File: src/rtl/board_scanner_if.sv
// Signal bundle between the board scanner, the game controller/object memory
// and the pixel pipeline.
interface board_scanner_if;
    logic        new_state;
    logic        next_screen;
    logic        frame_start;
    logic [6:0]  address_read_om;
    logic [10:0] data_read_om;
    logic [9:0]  pixel_x;
    logic [9:0]  pixel_y;
    logic [2:0]  tile_type;
    logic        busy;

    modport master (
        output new_state, frame_start, data_read_om, pixel_x, pixel_y,
        input  next_screen, address_read_om, tile_type, busy
    );

    modport slave (
        input  new_state, frame_start, data_read_om, pixel_x, pixel_y,
        output next_screen, address_read_om, tile_type, busy
    );
endinterface

File: src/rtl/board_scanner.sv
// Copies the game board from object memory into a shadow buffer, swaps it into
// the display buffer at vertical blank, and looks up the tile under the pixel.
module board_scanner #(
    parameter int GRID    = 10,
    parameter int TILE_PX = 48
) (
    input  logic            clk,
    input  logic            reset,
    board_scanner_if.slave  bus
);
    localparam int         CELLS     = GRID * GRID;
    localparam logic [6:0] LAST_ADDR = 7'(CELLS - 1);
    localparam logic [6:0] COPY_END  = 7'(CELLS);
    localparam logic [6:0] GRID_W    = 7'(GRID);
    localparam logic [9:0] TILE_W    = 10'(TILE_PX);
    localparam logic [9:0] EDGE_W    = 10'(GRID * TILE_PX);

    typedef enum logic [1:0] {IDLE, COPY, WAIT_FRAME} state_t;

    state_t      state_reg, state_next;
    logic [6:0]  addr_reg;
    logic [6:0]  cnt_reg;
    logic        next_screen_reg;
    logic [2:0]  tile_type_reg;
    logic [2:0]  shadow_reg  [CELLS];
    logic [2:0]  display_reg [CELLS];

    logic        start_copy;
    logic        capture_en;
    logic        load_display;
    logic        pulse_next;
    logic [6:0]  capture_idx;
    logic [6:0]  row_idx;
    logic [6:0]  col_idx;
    logic [6:0]  cell_idx;
    logic        in_board;
    logic [2:0]  lookup_val;
    logic [7:0]  unused_data;

    always_ff @(posedge clk or posedge reset) begin
        if (reset) begin
            state_reg <= IDLE;
        end else begin
            state_reg <= state_next;
        end
    end

    always_comb begin
        state_next   = state_reg;
        start_copy   = 1'b0;
        capture_en   = 1'b0;
        load_display = 1'b0;
        pulse_next   = 1'b0;
        case (state_reg)
            IDLE: begin
                pulse_next = bus.frame_start;
                if (bus.new_state) begin
                    start_copy = 1'b1;
                    state_next = COPY;
                end
            end
            COPY: begin
                // Read data trails the address by a cycle, so cycle 0 has nothing to capture.
                capture_en = (cnt_reg != 7'd0);
                if (cnt_reg == COPY_END) begin
                    state_next = WAIT_FRAME;
                end
            end
            WAIT_FRAME: begin
                if (bus.frame_start) begin
                    load_display = 1'b1;
                    pulse_next   = 1'b1;
                    state_next   = IDLE;
                end
            end
            default: state_next = IDLE;
        endcase
    end

    assign capture_idx = cnt_reg - 7'd1;

    assign row_idx    = 7'(bus.pixel_y / TILE_W);
    assign col_idx    = 7'(bus.pixel_x / TILE_W);
    assign cell_idx   = row_idx * GRID_W + col_idx;
    assign in_board   = (bus.pixel_x < EDGE_W) && (bus.pixel_y < EDGE_W);
    assign lookup_val = in_board ? display_reg[cell_idx] : 3'b111;

    always_ff @(posedge clk or posedge reset) begin
        if (reset) begin
            addr_reg        <= 7'd0;
            cnt_reg         <= 7'd0;
            next_screen_reg <= 1'b0;
            tile_type_reg   <= 3'd0;
            for (int i = 0; i < CELLS; i++) begin
                shadow_reg[i]  <= 3'd0;
                display_reg[i] <= 3'd0;
            end
        end else begin
            next_screen_reg <= pulse_next;
            tile_type_reg   <= lookup_val;
            if (start_copy) begin
                addr_reg <= 7'd0;
                cnt_reg  <= 7'd0;
            end else if (state_reg == COPY) begin
                cnt_reg <= cnt_reg + 7'd1;
                if (addr_reg != LAST_ADDR) begin
                    addr_reg <= addr_reg + 7'd1;
                end
            end
            if (capture_en) begin
                shadow_reg[capture_idx] <= bus.data_read_om[10:8];
            end
            if (load_display) begin
                for (int i = 0; i < CELLS; i++) begin
                    display_reg[i] <= shadow_reg[i];
                end
            end
        end
    end

    assign unused_data         = bus.data_read_om[7:0];
    assign bus.next_screen     = next_screen_reg;
    assign bus.address_read_om = addr_reg;
    assign bus.tile_type       = tile_type_reg;
    assign bus.busy            = (state_reg != IDLE);

endmodule

File: src/flat_wrapper.sv
// flat-port wrapper written by rule: the top's interface ports become plain ports
module board_scanner_flat 
#(
    parameter int GRID    = 10,
    parameter int TILE_PX = 48
)
  (clk, reset, bus_new_state, bus_frame_start, bus_data_read_om, bus_pixel_x, bus_pixel_y, bus_next_screen, bus_address_read_om, bus_tile_type, bus_busy);
  board_scanner_if bus_i ();
  input  logic clk;
  input  logic reset;
  input wire logic [$bits(bus_i.new_state)-1:0] bus_new_state;
  input wire logic [$bits(bus_i.frame_start)-1:0] bus_frame_start;
  input wire logic [$bits(bus_i.data_read_om)-1:0] bus_data_read_om;
  input wire logic [$bits(bus_i.pixel_x)-1:0] bus_pixel_x;
  input wire logic [$bits(bus_i.pixel_y)-1:0] bus_pixel_y;
  output wire logic [$bits(bus_i.next_screen)-1:0] bus_next_screen;
  output wire logic [$bits(bus_i.address_read_om)-1:0] bus_address_read_om;
  output wire logic [$bits(bus_i.tile_type)-1:0] bus_tile_type;
  output wire logic [$bits(bus_i.busy)-1:0] bus_busy;
  assign bus_i.new_state = bus_new_state;
  assign bus_i.frame_start = bus_frame_start;
  assign bus_i.data_read_om = bus_data_read_om;
  assign bus_i.pixel_x = bus_pixel_x;
  assign bus_i.pixel_y = bus_pixel_y;
  assign bus_next_screen = bus_i.next_screen;
  assign bus_address_read_om = bus_i.address_read_om;
  assign bus_tile_type = bus_i.tile_type;
  assign bus_busy = bus_i.busy;
  board_scanner #(.GRID(GRID), .TILE_PX(TILE_PX)) u_core (.clk(clk), .reset(reset), .bus(bus_i));
endmodule
File: config.mk
export PLATFORM = sky130hd
export DESIGN_NAME = board_scanner_flat
export DESIGN_NICKNAME = d
export VERILOG_FILES = /design/src/rtl/board_scanner_if.sv /design/src/rtl/board_scanner.sv /design/src/flat_wrapper.sv
export SDC_FILE = /design/constraint.sdc
export NUM_CORES = 1
export LEC_CHECK = 0
export ABC_AREA = 1
export CORE_AREA = 2 2 264 266
export DETAILED_ROUTE_END_ITERATION = 8
export DIE_AREA = 0 0 266 268
export GPL_TIMING_DRIVEN = 0
export PLACE_DENSITY = 0.59
export SKIP_LAST_GASP = 1
export SYNTH_ARGS = -nofsm -noshare
export SYNTH_HDL_FRONTEND = slang
export SYNTH_SLANG_ARGS = --single-unit
File: constraint.sdc
create_clock -name clk -period 28.2 [get_ports clk]
set_input_delay 4.23 -clock clk [delete_from_list [all_inputs] [get_ports clk]]
set_output_delay 4.23 -clock clk [all_outputs]
set_load 0.02 [all_outputs]
==> impl_metrics.ini <==
[cts]
htree_levels = 3
cts_setup_buffers = 0
clk_path_buf_depth = 3
cts-hold-fix-buffers = 0
clk_pin_slew_ns = 0.06
cts_root_buf = clkbuf_16
insertion_delay_ns = 0.63
cts_sinks = 620
cts_resized = 0
cts_tree = done
cts_buffers = 70

[floorplan]
die_w_um = 266
pin_count = 47
die_height_um = 268
core_area_um2 = 68200
rows = 96
initial_utilization_pct = 39.8
dieArea_um2 = 71300

[global_routing]
gr-total-overflow = 0
grt_pass1_wl_mm = 130
antenna_found_initial = 0
grt_pass1_vias = 21000
grt_max_degree = 116
grt_usage_pct = 24.0

[logic_synthesis]
synth.distinct_cells = 37
synth.yosys.warnings = 0
syn_area_um2 = 27100
synth-edff-count = 0
syn_inst = 2964
ys_async_sr_fraction_pct = 100
syn-num-nets = 3012
ys_seq_area_share_pct = 57.2
ys.flop_type = dfrtp_1
synth.avg_cell_area_um2 = 9.16
synth_seq_cells = 620

[final_layout]
syn_to_final_growth_pct = 14.3
utilization_pct = 45.5
layout.nets = 3119
diodes = 0
layout-drive-gt1-share_pct = 10.0

[worst_setup_path]
arrival_ns = 9.86
worstPathRequired_ns = 28.74
rr_startpoint = u_core.state_reg[1]
cp_common_cell = nand2_1
max_stage_delay_ns = 1.20
r2r_slack_ns = 24.35
cp_max_fo = 10
crit_type = input port to flip-flop
cp-start-kind = input port
critPathCaptureType = flip-flop
reg2reg_to = u_core.shadow_reg[151]
crit_path_top_delay_cell = xor2_1
rr_worst_depth = 8

[routing]
initialDrtViolationCount = 2426
drt_drc_violations_left = 0
drt_first_pass_iters = 6
wl_mm = 84.4
dr_total_vias = 21600
antenna_left = 0
vias_per_cell = 5.40
wl_per_cell_um = 21.1

[sta]
tightestPinTransition_ns = 1.56
post-route-period-util_pct = 33.1
clock_skew_ns = 0.0343
hold_violations = 0
min_period_ns = 9.33
rsz0062_at_grt = false
setup_viol = 0
slew_headroom_pct = -4.60
fmax_mhz = 107
finalSetupTns_ns = 0
drv_slew = 22

[worst_hold_path]
hold_class = flip-flop to flip-flop
hold_depth = 1
hold_end = u_core.bus.next_screen
min_from = u_core.state_reg[0]

[flow_run]
maxCapViolCount = 3

[placement]
port-buffer-count = 30
routabilityCongestion = 0.874
hpwl_mm = 55.7

[outcome]
status = finished with violations
violations = capacitance limit, slew limit

[power_and_ir_drop]
p_per_area_nw_per_um2 = 91.3
ir_worst_vdd_mv = 0.0509
leakage_nw = 15.0
-- cell families (layout without fill, tap and decap cells) --
logic type / after synthesis / count (layout) / synth area share [%]
compound gates: 512 / 512 / 9.49
fa+ha+maj: 13 / 13 / 0.655
simple gates: 1287 / 1287 / 20.7
mux: 138 / 138 / 5.73
xor+xnor: 9 / 9 / 0.498
flops: 620 / 620 / 57.2
buf+inv: 385 / 540 / 5.73
-- per-layer routing --
layer  share of wire (%)  global-route usage, %  vias to the layer above
li1                    -                      -                     9991
met1                  45                   33.9                    10600
met2                  45                   37.2                      756
met3                 6.6                   3.56                      192
met4                 4.0                   9.98                        0
met5                   0                      0                        -
-- cells in the mapped netlist, types with 8 or more instances --
master | n | area (um^2)
nand3_1 | 367 | 1840
buf_2 | 12 | 60.1
buf_4 | 15 | 113
nand3b_1 | 28 | 210
a21oi_1 | 173 | 866
o21ai_0 | 308 | 1540
inv_1 | 214 | 803
dfrtp_1 | 620 | 15500
clkbuf_1 | 128 | 480
nor3_1 | 8 | 40.0
ha_1 | 11 | 138
nor2_1 | 205 | 769
mux2_2 | 138 | 1550
nand2_1 | 655 | 2460
o21ai_1 | 23 | 115
-- worst max-delay path by stage --
stage,slack [ns],startpoint,depth (start not counted),end
floorplan,6.61,reset,1,u_core.bus.address_read_om[0]
global placement,-1.33,reset,2,u_core.shadow_reg[69]
detailed placement,18.49,bus_pixel_y[8],25,u_core.bus.tile_type[1]
CTS,19.08,bus_pixel_y[8],25,u_core.bus.tile_type[0]
global route,18.59,bus_pixel_y[8],25,u_core.bus.tile_type[0]
finish,18.87,bus_pixel_y[8],25,u_core.bus.tile_type[0]
-- critical path, delay by kind of cell --
family	cells	cell delay [ns]
xor gates and xnor gates	2	1.42
buffers and inverters	6	1.55
AOI/OAI and AO/OA	3	0.35
and+or+nand+nor	12	1.63
adders and majority gates	2	0.65
-- final cells by class --
class                      instances  area, um^2
fill                            6679       37200
sequential                       620       15500
clock inverter                    18         195
inverter                         223         845
multi-input combinational       1959       10100
timing repair buffer              35         438
clock buffer                     102        2130
buffer                           162         717
tap                              882        1100
-- stage by stage --
step                      hold slack, ns  std cells  area, um^2  setup slack, ns  total power (W)
final                              0.463       4001       31000            18.87          0.00283
after global routing               0.479       4001       31000            18.59          0.00297
after CTS                          0.471       4001       31000            19.08          0.00283
after detailed placement           0.464       3881       28700            18.49          0.00190
after global placement             0.459       3876       28500            -1.33          0.00189
after floorplan                    0.435       2964       27100             6.61          0.00161
-- cells in the final DEF, fill, tap and decap left out, types with 2 or more instances in the layout --
master / count
buf_1: 2
bufinv_16: 3
buf_4: 15
inv_2: 4
clkbuf_16: 73
clkdlybuf4s50_1: 30
nor4_4: 5
clkinv_2: 11
nand4_1: 3
buf_6: 5
mux2_2: 138
nand2_1: 655
xor2_1: 5
o21ai_0: 308
nand2_4: 2
clkbuf_1: 138
clkbuf_8: 19
clkinv_1: 5
dfrtp_1: 620
buf_16: 5
a21oi_1: 173
inv_1: 213
nor4_1: 2
nand3_2: 3
o21ai_1: 23
fa_1: 2
o22ai_1: 5
ha_1: 11
nor3_4: 5
nand3b_1: 28
buf_2: 12
clkinv_8: 2
nor3_1: 8
inv_6: 2
nor2_1: 205
xor2_4: 3
nand3_1: 367
-- power breakdown --
group / switching (W) / leakage (nW) / internal [W]
sequential: 0.000105 / 6.59 / 0.00107
clock: 0.000377 / 1.16 / 0.000550
combinational: 0.000525 / 7.25 / 0.000206
total: 0.00101 / 15.0 / 0.00183
Note: power is estimated with default switching activity, not from simulation.
